--- src/rtl/pulse_generator.sv ---
// rtl/pulse_generator.sv - periodic tachometer pulse synthesiser with boundary-aligned period reload
module pulse_generator #(
    parameter int RPM_WIDTH   = 32,
    parameter int HIGH_CYCLES = 4,
    parameter int COUNT_WIDTH = 16
) (
    input  logic                   clk,
    input  logic                   rst,
    input  logic                   enable,
    input  logic [RPM_WIDTH-1:0]   period_in,
    input  logic                   period_load,
    output logic                   pulse,
    output logic [RPM_WIDTH-1:0]   period_cur,
    output logic [COUNT_WIDTH-1:0] pulse_count,
    output logic                   running
);

    typedef enum logic [1:0] {
        IDLE = 2'd0,
        HIGH = 2'd1,
        LOW  = 2'd2
    } state_t;

    localparam logic [RPM_WIDTH-1:0] HIGH_LEN_MAX = RPM_WIDTH'(HIGH_CYCLES);
    localparam logic [RPM_WIDTH-1:0] ONE          = RPM_WIDTH'(1);

    state_t                 state;
    state_t                 state_next;
    logic [RPM_WIDTH-1:0]   pending;
    logic [RPM_WIDTH-1:0]   cnt;
    logic [RPM_WIDTH-1:0]   cnt_next;
    logic [RPM_WIDTH-1:0]   period_next;
    logic [RPM_WIDTH-1:0]   eff_period;
    logic [RPM_WIDTH-1:0]   high_len;
    logic                   start_ok;
    logic                   enter_high;

    // A load in the boundary cycle bypasses the pending register so it applies immediately
    assign eff_period = period_load ? period_in : pending;
    assign start_ok   = enable && (eff_period != '0);
    // Clamping high time to N keeps at least one low cycle in every period
    assign high_len   = (period_cur < HIGH_LEN_MAX) ? period_cur : HIGH_LEN_MAX;

    always_comb begin
        state_next  = state;
        cnt_next    = cnt + ONE;
        period_next = period_cur;
        enter_high  = 1'b0;
        case (state)
            IDLE: begin
                cnt_next = '0;
                if (start_ok) begin
                    state_next  = HIGH;
                    period_next = eff_period;
                    enter_high  = 1'b1;
                end
            end
            HIGH: begin
                if (cnt == high_len - ONE) begin
                    state_next = LOW;
                end
            end
            LOW: begin
                // cnt never exceeds period_cur, so the boundary compare needs no N+1 term
                if (cnt == period_cur) begin
                    cnt_next = '0;
                    if (start_ok) begin
                        state_next  = HIGH;
                        period_next = eff_period;
                        enter_high  = 1'b1;
                    end else begin
                        state_next = IDLE;
                    end
                end
            end
            default: begin
                state_next = IDLE;
                cnt_next   = '0;
            end
        endcase
    end

    always_ff @(posedge clk) begin
        if (rst) begin
            state       <= IDLE;
            cnt         <= '0;
            pending     <= '0;
            period_cur  <= '0;
            pulse_count <= '0;
            pulse       <= 1'b0;
            running     <= 1'b0;
        end else begin
            state       <= state_next;
            cnt         <= cnt_next;
            period_cur  <= period_next;
            pulse       <= (state_next == HIGH);
            running     <= (state_next != IDLE);
            if (period_load) begin
                pending <= period_in;
            end
            if (enter_high) begin
                pulse_count <= pulse_count + COUNT_WIDTH'(1);
            end
        end
    end

endmodule

--- config.mk ---
export PLATFORM = sky130hd
export DESIGN_NAME = pulse_generator
export DESIGN_NICKNAME = d
export VERILOG_FILES = /design/src/rtl/pulse_generator.sv
export SDC_FILE = /design/constraint.sdc
export NUM_CORES = 1
export LEC_CHECK = 0
export ABC_AREA = 1
export BUFFER_PORTS_ARGS = -buffer_cell sky130_fd_sc_hd__buf_2
export CAP_MARGIN = 20
export CORE_MARGIN = 2
export CORE_UTILIZATION = 44
export DETAILED_ROUTE_END_ITERATION = 10
export GPL_TIMING_DRIVEN = 0
export SLEW_MARGIN = 20
export SYNTH_ARGS = -nofsm -noshare
export SYNTH_HDL_FRONTEND = slang
export SYNTH_SLANG_ARGS = --single-unit
--- constraint.sdc ---
create_clock -name clk -period 4.87 [get_ports clk]
set_input_delay 0.7305 -clock clk [delete_from_list [all_inputs] [get_ports clk]]
set_output_delay 0.7305 -clock clk [all_outputs]
set_load 0.02 [all_outputs]
# Word-level counts from Yosys, hierarchy flattened
# Cells that the tools add are included.
# word_totals
elab_cells,38
reg_bits,116
out_inout_bits,50
in_bits,36
# classes
reduce_logical,6
muxes,15
order_cmp,1
add_sub_neg,3
eq_ne,6
# ops
op,n
$mux W32,5
$pmux W32 S2,2
$eq A32 B32 Y1,2
$add A32 B1 Y32 const B,1
$lt A32 B3 Y1 const B,1
$reduce_bool A32 Y1,1
$sub A32 B1 Y32 const B,1
$add A16 B1 Y16 const B,1
$mux W2,3
$pmux W2 S3,1
$eq A2 B1 Y1 const B,2
$reduce_bool A2 Y1,2
$mux W1,3
$eq A2 B2 Y1 const B,1
$logic_not A2 Y1,1
$ne A2 B2 Y1 const B,1
$pmux W1 S2,1
$reduce_and A2 Y1,1
$logic_and A1 B1 Y1,1

# Longest topological paths before layout
# Gate-level depths: netlist of the first run.
# depth
depth_word,7
ltp_mapped,21
ltp_nobuf,20

# Worst setup path after synthesis of the first run
# Ideal clock, no wire load.
# synth_path
path_type,flip-flop to flip-flop
from,reg period_cur[2]
to,reg running
t_arrival_ns,2.402
setup_slack_ns,2.354
t_required_ns,4.756
n_path_buf,2
stages_incl_launch_ff,22
period_less_slack_ns,2.516
setup_ns,0.114
cell_sequence,dfxtp_1 nor2_1 inv_1 nor2_1 nand2_1 nor2_2 buf_2 nand2_1 ha_1 nand2_1 buf_2 nand2_1 nand2_1 nand3_1 nor2_1 nand2_1 nor2_1 nand2_1 nand3_1 nand2_1 nand2_1 nand2_1
# synth_via
elab_chain_cells,7
word_cells_on_any_way,9
cone_classes,add/sub: 1; order compare: 1; eq/ne: 2; mux: 4; reduce/logical: 1
# synth_lines
element,line_no,rtl
from (decl),13,"output logic [RPM_WIDTH-1:0] period_cur,"
from (signal assigned),95,period_cur <= period_next;
$lt A32 B3 Y1,42,assign high_len = (period_cur < HIGH_LEN_MAX) ? period_cur : HIGH_LEN_MAX;
$mux W32,42,
$sub A32 B1 Y32,59,if (cnt == high_len - ONE) begin
$eq A32 B32 Y1,59,
$mux W2,59,
$pmux W2 S3 *,49,case (state)
$reduce_bool A2 Y1 *,97,running <= (state_next != IDLE);
to (signal assigned),97,
to (decl),15,output logic running
# Mark *: on every way between the ends. The rest lies on a longest branch, timed or not.
# A chain may end at the register's enable or synchronous reset.

# Worst setup path in the final report of the first run
# layout_path
from,reg period_cur[20]
to,reg running
# The elaborated chain is that of the path after synthesis.

==> impl_metrics.ini, run 1 <==
[cells_and_area]
final_layout_size_suffix_gt1_share_pct = 15.0
most-common-layout-cells = sky130_fd_sc_hd__nand2_1, sky130_fd_sc_hd__nor2_1, sky130_fd_sc_hd__dfxtp_1
area.growth.synth_to_final_pct = 20.0
fillerInstances = 1465
final_cell_utilization_of_the_core_pct = 54.5
diodes = 0
final_nets = 1089
layout.cells.most_common = sky130_fd_sc_hd__nand2_1

[logic_synthesis]
dominant_combinational_cell_family_by_area_after_synthesis = simple AND/OR/NAND/NOR gates
yosys_synthesis_warning_count = 0
synthSimpleGateAreaFrac_pct = 35.7
post-synth-top-area-cell = sky130_fd_sc_hd__dfxtp_1
post_synth_num_cell_types = 35
synth_nets = 987
synth.avg_cell_area_um2 = 6.73
synth_enable_flop_cells = 0
synthArstFlopShare_pct = 0
postSynthRegisterBits = 116
synth.mux.area_fraction_pct = 3.48
synth-seq-area-share_pct = 36.5
main_synth_ff_type = sky130_fd_sc_hd__dfxtp_1
post_synth_fa_ha_maj_area_fraction_pct = 1.38
synth_xor_xnor_area_share_pct = 6.34
yosys.area.top_type_share_pct = 36.5
mappedNetlistArea_um2 = 6360
syn-instance-count = 944
synth_area_leaders = sky130_fd_sc_hd__dfxtp_1, sky130_fd_sc_hd__nand2_1, sky130_fd_sc_hd__nor2_1
complex_gate_fraction_of_the_synthesized_area_pct = 7.14

[detailed_routing]
num_vias = 6178
drt_iter0_drc = 471
drt.antenna.violating_nets = 0
route.final.wire_length_um = 18100
post_detailed_route_via_to_cell_ratio = 4.99
detail_route.drc_violations = 0
detail_route.wl_per_cell_um = 14.6
detailedRoute.firstPassIterationCount = 8

[die]
floorplan.die.height_um = 124
num_rows = 43
die-area_um2 = 15400
num_io_pins = 86
placeableCoreArea_um2 = 14000
die_w_um = 124
starting_density_of_the_core_pct = 45.4

[sta]
rsz0062_at_grt = false
clock.fmax_mhz = 302
transition_time_at_the_pin_with_the_least_slew_margin_ns = 0.562
hold_viol_final = 0
layout_worst_path_cycle_share_pct = 68.1
max_slew_violation_count = 0
worst_slew_margin_rel_pct = 62.5
timing.clock.skew_ns = 0.00989
period_minus_slack_ns = 3.32
final_report_setup_violation_count = 0
setup_tns_ns = 0

[global_routing]
grt-ovfl-total = 0
top_usage_layer = met2
antenna_found_initial = 0
grtUsageMet1_pct = 32.5
grt_start_max_net_pins = 17
grt.total_usage_pct = 24.3
grt_use_met2_pct = 38.3
grt_first_pass_wirelength_um = 30200
grt_pass1_vias = 5981
groute.layer.met3.usage_pct = 5.94

[pwr]
static_power_due_to_leakage_nw = 3.55
power-per-cell-area_nw_per_um2 = 354
ir_worst_vdd_v = 0.000315

[cts]
clock_sink_count = 116
htreeDepth = 4
cts_tree = built
ctsResizeCount = 0
postCtsSetupBuffers = 0
clkLatencyLatePin_ns = 0.43
cts_buffer_depth = 2
numCtsBuffers = 17
cts_root_buffer = sky130_fd_sc_hd__clkbuf_16
cts_hold_repair.buffers = 0
clk_pin_slew_ns = 0.06

[hold_path]
min-delay-path-class = flip-flop to flip-flop

[setup_path]
path_class = flip-flop to flip-flop
critPathMaxFanout = 10
crit_path_end_kind = flip-flop
critical_path_arrival_ns = 3.63
critical_path_required_ns = 5.19
critical_path.startpoint_type = flip-flop

[job]
max-cap-violations = 0

[status]
run_status = complete, no violations

[placement]
count_of_port_buffers_added_during_placement = 83
finalWeightedCongestion = 0.959
post-dp-hpwl_um = 14000
## state kept, by name, summed over array words and instances (netlist names)
name / count
state: 2
pulse_count: 16
pending: 32
running: 1
period_cur: 32
pulse: 1
cnt: 32
## cell families (layout without fill, tap and decap cells)
logic type	count (synthesis)	in the layout
buf+inv	138	253
fa+ha+maj	7	7
mux	22	22
flops	116	116
compound gates	84	84
xor+xnor	46	46
simple gates	531	531
## synth_stat cells (2+ instances only)
master	number
sky130_fd_sc_hd__nor3_2	4
sky130_fd_sc_hd__nand3b_1	2
sky130_fd_sc_hd__inv_2	2
sky130_fd_sc_hd__nand3_1	61
sky130_fd_sc_hd__xor2_1	30
sky130_fd_sc_hd__mux2i_1	21
sky130_fd_sc_hd__nor2_1	151
sky130_fd_sc_hd__a21oi_1	40
sky130_fd_sc_hd__nand4_1	21
sky130_fd_sc_hd__nor2_2	3
sky130_fd_sc_hd__or2_2	9
sky130_fd_sc_hd__nand2_1	246
sky130_fd_sc_hd__o21a_1	9
sky130_fd_sc_hd__nor3b_1	2
sky130_fd_sc_hd__o21ai_0	31
sky130_fd_sc_hd__dfxtp_1	116
sky130_fd_sc_hd__clkbuf_1	13
sky130_fd_sc_hd__inv_1	101
sky130_fd_sc_hd__xnor2_1	16
sky130_fd_sc_hd__nor3_1	23
sky130_fd_sc_hd__nor4_1	3
sky130_fd_sc_hd__buf_2	13
sky130_fd_sc_hd__buf_6	8
sky130_fd_sc_hd__and3_1	2
sky130_fd_sc_hd__ha_1	7
## worst paths after layout
path                  startpoint  endpoint  slack, ns  cells past startpoint
setup / recovery  period_cur[20]   running       1.55                     21
setup reg to reg  period_cur[20]   running       1.55                     21
hold reg to reg           cnt[0]    cnt[0]       0.48                      1
hold / removal            cnt[0]    cnt[0]       0.48                      1
## critical path, cell delays in order (launching register included)
cell	delay, ns
sky130_fd_sc_hd__dfxtp_1	0.36
sky130_fd_sc_hd__nor2_1	0.13
sky130_fd_sc_hd__nand2_1	0.06
sky130_fd_sc_hd__nor2_1	0.10
sky130_fd_sc_hd__nand2_1	0.16
sky130_fd_sc_hd__nor2_2	0.20
sky130_fd_sc_hd__buf_2	0.28
sky130_fd_sc_hd__nand2_1	0.08
sky130_fd_sc_hd__ha_1	0.31
sky130_fd_sc_hd__nand2_1	0.29
sky130_fd_sc_hd__buf_2	0.30
sky130_fd_sc_hd__nand2_1	0.08
sky130_fd_sc_hd__nand2_1	0.09
sky130_fd_sc_hd__nand2_1	0.06
sky130_fd_sc_hd__nor2_1	0.10
sky130_fd_sc_hd__nand2_1	0.06
sky130_fd_sc_hd__nor2_1	0.17
sky130_fd_sc_hd__nand2_1	0.11
sky130_fd_sc_hd__nand3_1	0.08
sky130_fd_sc_hd__nand2_1	0.05
sky130_fd_sc_hd__nand2_1	0.09
sky130_fd_sc_hd__nand2_1	0.06
## power by group
| part | leakage, nW | internal, W | switching (W) |
|---|---|---|---|
| registers | 0.949 | 0.000994 | 0.0000434 |
| logic | 2.30 | 0.000117 | 0.000203 |
| clock network | 0.302 | 0.000862 | 0.000483 |
| total | 3.55 | 0.00197 | 0.000728 |
## through the flow
step           power, W  std cells  hold slack (ns)  area, um2  worst slack [ns]
2_1_floorplan   0.00127        944            0.430       6360              2.35
3_3_place_gp    0.00137       1207            0.455       7000              1.60
3_5_place_dp    0.00138       1207            0.465       7000              1.62
4_1_cts         0.00272       1239            0.479       7630              1.60
5_1_grt         0.00280       1239            0.510       7630              1.29
6_report        0.00270       1239            0.475       7630              1.55
## metal layers
layer / routed length, um / vias up
met5: 0 / -
met2: 8040 / 179
li1: - / 3213
met4: 435 / 0
met3: 1020 / 35
met1: 8650 / 2751
## area by class of cell
| class | count | area [um2] | area share (%) |
|---|---|---|---|
| clock buffers | 18 | 429 | 5.63 |
| plain buffers | 35 | 211 | 2.77 |
| inverters | 103 | 387 | 5.07 |
| multi-input cells | 690 | 3440 | 45.1 |
| clock inverters | 14 | 201 | 2.64 |
| well taps | 180 | 225 | 2.95 |
| flip-flops and latches | 116 | 2320 | 30.4 |
| repair buffers | 83 | 415 | 5.45 |
Note: power is estimated with default switching activity, not from simulation.
==> inputs of run 2 (changes only) <==
--- a/config.mk
+++ b/config.mk
@@ -12,6 +12,7 @@
 export CORE_UTILIZATION = 44
 export DETAILED_ROUTE_END_ITERATION = 10
 export GPL_TIMING_DRIVEN = 0
+export PLACE_DENSITY = 0.66
 export SLEW_MARGIN = 20
 export SYNTH_ARGS = -nofsm -noshare
 export SYNTH_HDL_FRONTEND = slang
==> constraint.sdc (replaced) <==
create_clock -name clk -period 2.8 [get_ports clk]
set_input_delay 0.42 -clock clk [delete_from_list [all_inputs] [get_ports clk]]
set_output_delay 0.42 -clock clk [all_outputs]
set_load 0.02 [all_outputs]
==> impl_metrics.ini, run 2 (same netlist as run 1, synthesis figures left out) <==
[cells_and_area]
most-common-layout-cells = sky130_fd_sc_hd__nand2_1, sky130_fd_sc_hd__nor2_1, sky130_fd_sc_hd__dfxtp_1
multiInputGateArea_um2 = 3490
final_layout_size_suffix_gt1_share_pct = 17.7
area.growth.synth_to_final_pct = 22.2
seqCellArea_um2 = 2330
final_nets = 1095
diodes = 0
fillerInstances = 1409
biggestRegsByFlops = cnt: 32 flops, pending: 32 flops, period_cur: 32 flops
layout.cells.most_common = sky130_fd_sc_hd__nand2_1

[setup_path]
r2r_slack_ns = 0.18
path_class = flip-flop to flip-flop
critPathMostFrequentCell = sky130_fd_sc_hd__nand2_1
crit_path_top_delay_cell = sky130_fd_sc_hd__dfxtp_1
worst_r2r_endpoint = running
critical_path_arrival_ns = 2.94
critical_path.max_stage_delay_ns = 0.35
regToRegStartpoint = period_cur[22]
path_cells = nor2_1 -> nand2_1 -> nor2_1 -> nand2_2 -> nor2_4 -> buf_6 -> nand2_1 -> ha_4 -> nand2_8 -> buf_8 -> nand2_1 -> nand2_1 -> nand2_1 -> nor2_2 -> nand2_1 -> nor2_2 -> nand2_1 -> nand3_1 -> nand2_1 -> nand2_1 -> nand2_1
worst_r2r_path_depth = 21
critical_path_required_ns = 3.12
crit_path_end_kind = flip-flop
critical_path.startpoint_type = flip-flop
critPathMaxFanout = 7

[sta]
timing.clock.skew_ns = 0.0112
final_report_setup_violation_count = 0
transition_time_at_the_pin_with_the_least_slew_margin_ns = 0.515
hold_ws_ns = 0.299
hold_viol_final = 0
layout_worst_path_cycle_share_pct = 93.6
period_minus_slack_ns = 2.62
max_slew_violation_count = 0
setup_tns_ns = 0
clock.fmax_mhz = 382
worst_slew_margin_rel_pct = 65.7

[placement]
finalWeightedCongestion = 0.913
count_of_port_buffers_added_during_placement = 83
post-dp-hpwl_um = 13600

[hold_path]
whs_path_depth = 3
worstHoldEndpoint = pending[29]
timing.hold.worst.start = period_in[29]
min-delay-path-class = primary input to flip-flop

[status]
run_status = complete, no violations

[detailed_routing]
detail_route.wl_per_cell_um = 14.3
drt.antenna.violating_nets = 0
route.final.wire_length_um = 17900
detailedRoute.firstPassIterationCount = 5
detail_route.drc_violations = 0
post_detailed_route_via_to_cell_ratio = 5.02
num_vias = 6249
drt_iter0_drc = 457

[die]
starting_density_of_the_core_pct = 45.4
num_rows = 43
floorplan.die.height_um = 124
die-area_um2 = 15400
num_io_pins = 86
placeableCoreArea_um2 = 14000
die_w_um = 124

[global_routing]
grt_first_pass_wirelength_um = 29300
antenna_found_initial = 0
grt_start_max_net_pins = 17
grt-ovfl-total = 0
grt.total_usage_pct = 23.4
grt_pass1_vias = 5771

[cts]
clkLatencyLatePin_ns = 0.43
clk_pin_slew_ns = 0.06
cts_hold_repair.buffers = 0
cts_buffer_depth = 2
cts_root_buffer = sky130_fd_sc_hd__clkbuf_16
clock_sink_count = 116
cts_tree = built
numCtsBuffers = 17
htreeDepth = 4

[pwr]
ir_worst_vdd_v = 0.000459
static_power_due_to_leakage_nw = 3.60
power-per-cell-area_nw_per_um2 = 601

[job]
max-cap-violations = 0
==> run 2: routing by layer <==
metal	vias up	part of all wire, %	GRT usage (%)
li1	3226	-	-
met1	2826	47	31.8
met2	165	46	37.2
met3	32	5.0	4.86
met4	0	2.2	7.80
met5	-	0	0
==> run 2: layout make-up <==
class	count	share of cell area (%)
Buffer	35	2.95
Sequential cell	116	30.1
Clock inverter	15	2.50
Timing Repair Buffer	89	6.15
Clock buffer	17	5.48
Multi-Input combinational cell	690	45.0
Tap cell	180	2.90
Inverter	103	4.98
==> run 2: repair_timing <==
action | in CTS | in global routing
hold endpoints to repair | 0 | 0
gates cloned | 0 | 1
resized for setup | 11 | 20
pin swaps | 1 | 9
endpoints found under the setup margin | 4 | 4
buffers inserted | 1 | 4
==> run 2: report_power, final <==
group          switching, W  internal, W
logic              0.000358     0.000212
registers         0.0000746      0.00173
clock network      0.000868      0.00142
==> run 2: per-stage QoR <==
step | util (%) | cell area [um2] | power (W) | worst slack [ns] | std cells
6_report | 55.5 | 7770 | 0.00466 | 0.179 | 1245
5_1_grt | 55.5 | 7770 | 0.00485 | -0.0121 | 1245
4_1_cts | 54.7 | 7660 | 0.00467 | 0.0132 | 1240
3_5_place_dp | 50.0 | 7000 | 0.00239 | -0.401 | 1207
3_3_place_gp | 50.0 | 7000 | 0.00238 | -0.409 | 1207
2_1_floorplan | - | 6360 | 0.00220 | 0.284 | 944
==> run 2: worst max-delay path by stage <==
stage                    from  endpoint  slack (ns)  cells after the start
4_1_cts        period_cur[31]   running        0.01                     21
3_5_place_dp   period_cur[31]   running       -0.40                     21
6_report       period_cur[22]   running        0.18                     21
2_1_floorplan   period_cur[2]   running        0.28                     21
5_1_grt        period_cur[10]   running       -0.01                     21
3_3_place_gp   period_cur[31]   running       -0.41                     21
==> run 2: critical path, delay by kind of cell (launching register included) <==
kind	cells	cell delay, ns
adder cells (fa/ha/maj)	1	0.22
buffers and inverters	2	0.24
flip-flops	1	0.35
AND/OR/NAND/NOR	18	1.68
==> inputs of run 3 (changes only) <==
--- a/config.mk
+++ b/config.mk
@@ -10,9 +10,10 @@
 export CAP_MARGIN = 20
 export CORE_MARGIN = 2
 export CORE_UTILIZATION = 44
+export CTS_CLUSTER_SIZE = 14
 export DETAILED_ROUTE_END_ITERATION = 10
 export GPL_TIMING_DRIVEN = 0
-export PLACE_DENSITY = 0.66
+export PLACE_DENSITY = 0.63
 export SLEW_MARGIN = 20
 export SYNTH_ARGS = -nofsm -noshare
 export SYNTH_HDL_FRONTEND = slang
==> constraint.sdc (replaced) <==
create_clock -name clk -period 2.65 [get_ports clk]
set_input_delay 0.3975 -clock clk [delete_from_list [all_inputs] [get_ports clk]]
set_output_delay 0.3975 -clock clk [all_outputs]
set_load 0.02 [all_outputs]
==> impl_metrics.ini, run 3 (same netlist as run 1, synthesis figures left out) <==
[sta]
hold_ws_ns = 0.282
hold_viol_final = 0
transition_time_at_the_pin_with_the_least_slew_margin_ns = 0.611
max_slew_violation_count = 0
layout_worst_path_cycle_share_pct = 94.6
timing.clock.skew_ns = 0.0103
rsz0062_at_grt = true
worst_slew_margin_rel_pct = 59.3
period_minus_slack_ns = 2.51
post-route-worst-setup-slack_ns = 0.142
clock.fmax_mhz = 399
final_report_setup_violation_count = 0

[setup_path]
critical_path_required_ns = 2.96
regToRegStartpoint = period_cur[16]
critPathMaxFanout = 7
setup.worst_path.end = running
critical_path.startpoint_type = flip-flop
path_class = flip-flop to flip-flop
critical_path_arrival_ns = 2.82
worst_r2r_path_depth = 21
worst_r2r_endpoint = running
crit_path_end_kind = flip-flop
r2r_slack_ns = 0.14
critPathLaunch = period_cur[16]

[detailed_routing]
detail_route.drc_violations = 0
drt_iter0_drc = 421
num_vias = 6326
detailedRoute.firstPassIterationCount = 5
drt.antenna.violating_nets = 0
route.final.wire_length_um = 18400
detail_route.wl_per_cell_um = 14.8
post_detailed_route_via_to_cell_ratio = 5.09

[cts]
clock_sink_count = 116
clk_pin_slew_ns = 0.06
clkLatencyLatePin_ns = 0.42
cts_root_buffer = sky130_fd_sc_hd__clkbuf_16
numCtsBuffers = 17
cts_buffer_depth = 2
cts_tree = built
cts_hold_repair.buffers = 0
htreeDepth = 4

[global_routing]
grt_pass1_vias = 5751
antenna_found_initial = 0
grt_start_max_net_pins = 17
grt_first_pass_wirelength_um = 29400
grt.total_usage_pct = 23.5
grt-ovfl-total = 0

[cells_and_area]
final_nets = 1092
most-common-layout-cells = sky130_fd_sc_hd__nand2_1, sky130_fd_sc_hd__nor2_1, sky130_fd_sc_hd__inv_1
layout.cells.most_common = sky130_fd_sc_hd__nand2_1
fillerInstances = 1430
final_layout_size_suffix_gt1_share_pct = 19.4
final_cell_utilization_of_the_core_pct = 55.8
diodes = 0
biggestRegsByFlops = cnt: 32 flops, pending: 32 flops, period_cur: 32 flops
area.growth.synth_to_final_pct = 22.8

[placement]
count_of_port_buffers_added_during_placement = 83
finalWeightedCongestion = 0.943
post-dp-hpwl_um = 13800
pre_cts_slack_ns = -0.560

[die]
starting_density_of_the_core_pct = 45.4
die_w_um = 124
placeableCoreArea_um2 = 14000
num_rows = 43
die-area_um2 = 15400
floorplan.die.height_um = 124
num_io_pins = 86

[pwr]
static_power_due_to_leakage_nw = 3.61
ir_worst_vdd_v = 0.000469
power-per-cell-area_nw_per_um2 = 632

[job]
max-cap-violations = 0

[hold_path]
min-delay-path-class = primary input to flip-flop

[status]
run_status = complete, no violations
## run 3: changes by cell type in the layout (fill, tap and decap cells not counted), sizes merged
cell,change
buf,-1
inv,-3
clkinv,+4
clkinvlp,-3
## run 3: report_power, final
part	leakage (nW)	total, W	internal [W]	switching, W
sequential	0.956	0.00191	0.00183	0.0000834
clock	0.302	0.00241	0.00152	0.000892
combinational	2.36	0.000611	0.000225	0.000386
total	3.61	0.00494	0.00357	0.00136
## run 3: stage by stage
stage / instance area [um2] / cells / power, W / setup TNS (ns)
floorplan: 6360 / 944 / 0.00233 / 0
global placement: 7000 / 1207 / 0.00253 / -2.27
detailed placement: 7000 / 1207 / 0.00253 / -2.08
CTS: 7690 / 1242 / 0.00493 / 0
global route: 7800 / 1242 / 0.00511 / -0.193
finish: 7800 / 1242 / 0.00494 / 0
## run 3: layout make-up
class / count / area, um2 / share of cell area [%]
multi-input combinational: 690 / 3530 / 45.2
sequential: 116 / 2350 / 30.1
timing repair buffer: 88 / 470 / 6.03
clock buffer: 19 / 443 / 5.67
inverter: 103 / 387 / 4.95
buffer: 33 / 230 / 2.95
tap: 180 / 225 / 2.89
clock inverter: 13 / 174 / 2.23
## run 3: timing repair
item / CTS / global route
pin swaps: 2 / 7
setup buffers: 3 / 1
endpoints found under the setup margin: 4 / 42
resized for setup: 17 / 43
cloned: 0 / 1
## run 3: critical path: stages (launching register included)
cell,delay (ns)
sky130_fd_sc_hd__dfxtp_2,0.35
sky130_fd_sc_hd__nor2_1,0.14
sky130_fd_sc_hd__nand2_1,0.08
sky130_fd_sc_hd__nor2_2,0.09
sky130_fd_sc_hd__nand2_2,0.12
sky130_fd_sc_hd__nor2_4,0.14
sky130_fd_sc_hd__buf_6,0.12
sky130_fd_sc_hd__nand2_2,0.06
sky130_fd_sc_hd__ha_4,0.22
sky130_fd_sc_hd__nand2_8,0.11
sky130_fd_sc_hd__clkbuf_16,0.15
sky130_fd_sc_hd__nand2_1,0.04
sky130_fd_sc_hd__nand2_1,0.07
sky130_fd_sc_hd__nand2_1,0.05
sky130_fd_sc_hd__nor2_1,0.09
sky130_fd_sc_hd__nand2_1,0.08
sky130_fd_sc_hd__nor2_2,0.12
sky130_fd_sc_hd__nand2_1,0.08
sky130_fd_sc_hd__nand3_1,0.07
sky130_fd_sc_hd__nand2_1,0.06
sky130_fd_sc_hd__nand2_1,0.09
sky130_fd_sc_hd__nand2_1,0.06
## run 3: how the worst min path moves through the flow
| stage | start | end | slack (ns) | depth (start not counted) |
|---|---|---|---|---|
| 2_1_floorplan | cnt[0] | cnt[0] | 0.43 | 1 |
| 3_3_place_gp | cnt[0] | cnt[0] | 0.45 | 1 |
| 3_5_place_dp | cnt[0] | cnt[0] | 0.46 | 1 |
| 4_1_cts | period_in[6] | pending[6] | 0.28 | 3 |
| 5_1_grt | period_in[28] | pending[28] | 0.31 | 3 |
| 6_report | period_in[6] | pending[6] | 0.28 | 3 |
## run 3: routing by layer
layer	vias up	part of all wire (%)	global-route usage, %
li1	3221	-	-
met1	2853	46	31.4
met2	217	45	37.3
met3	35	6.0	4.65
met4	0	2.8	9.39
met5	-	0	0
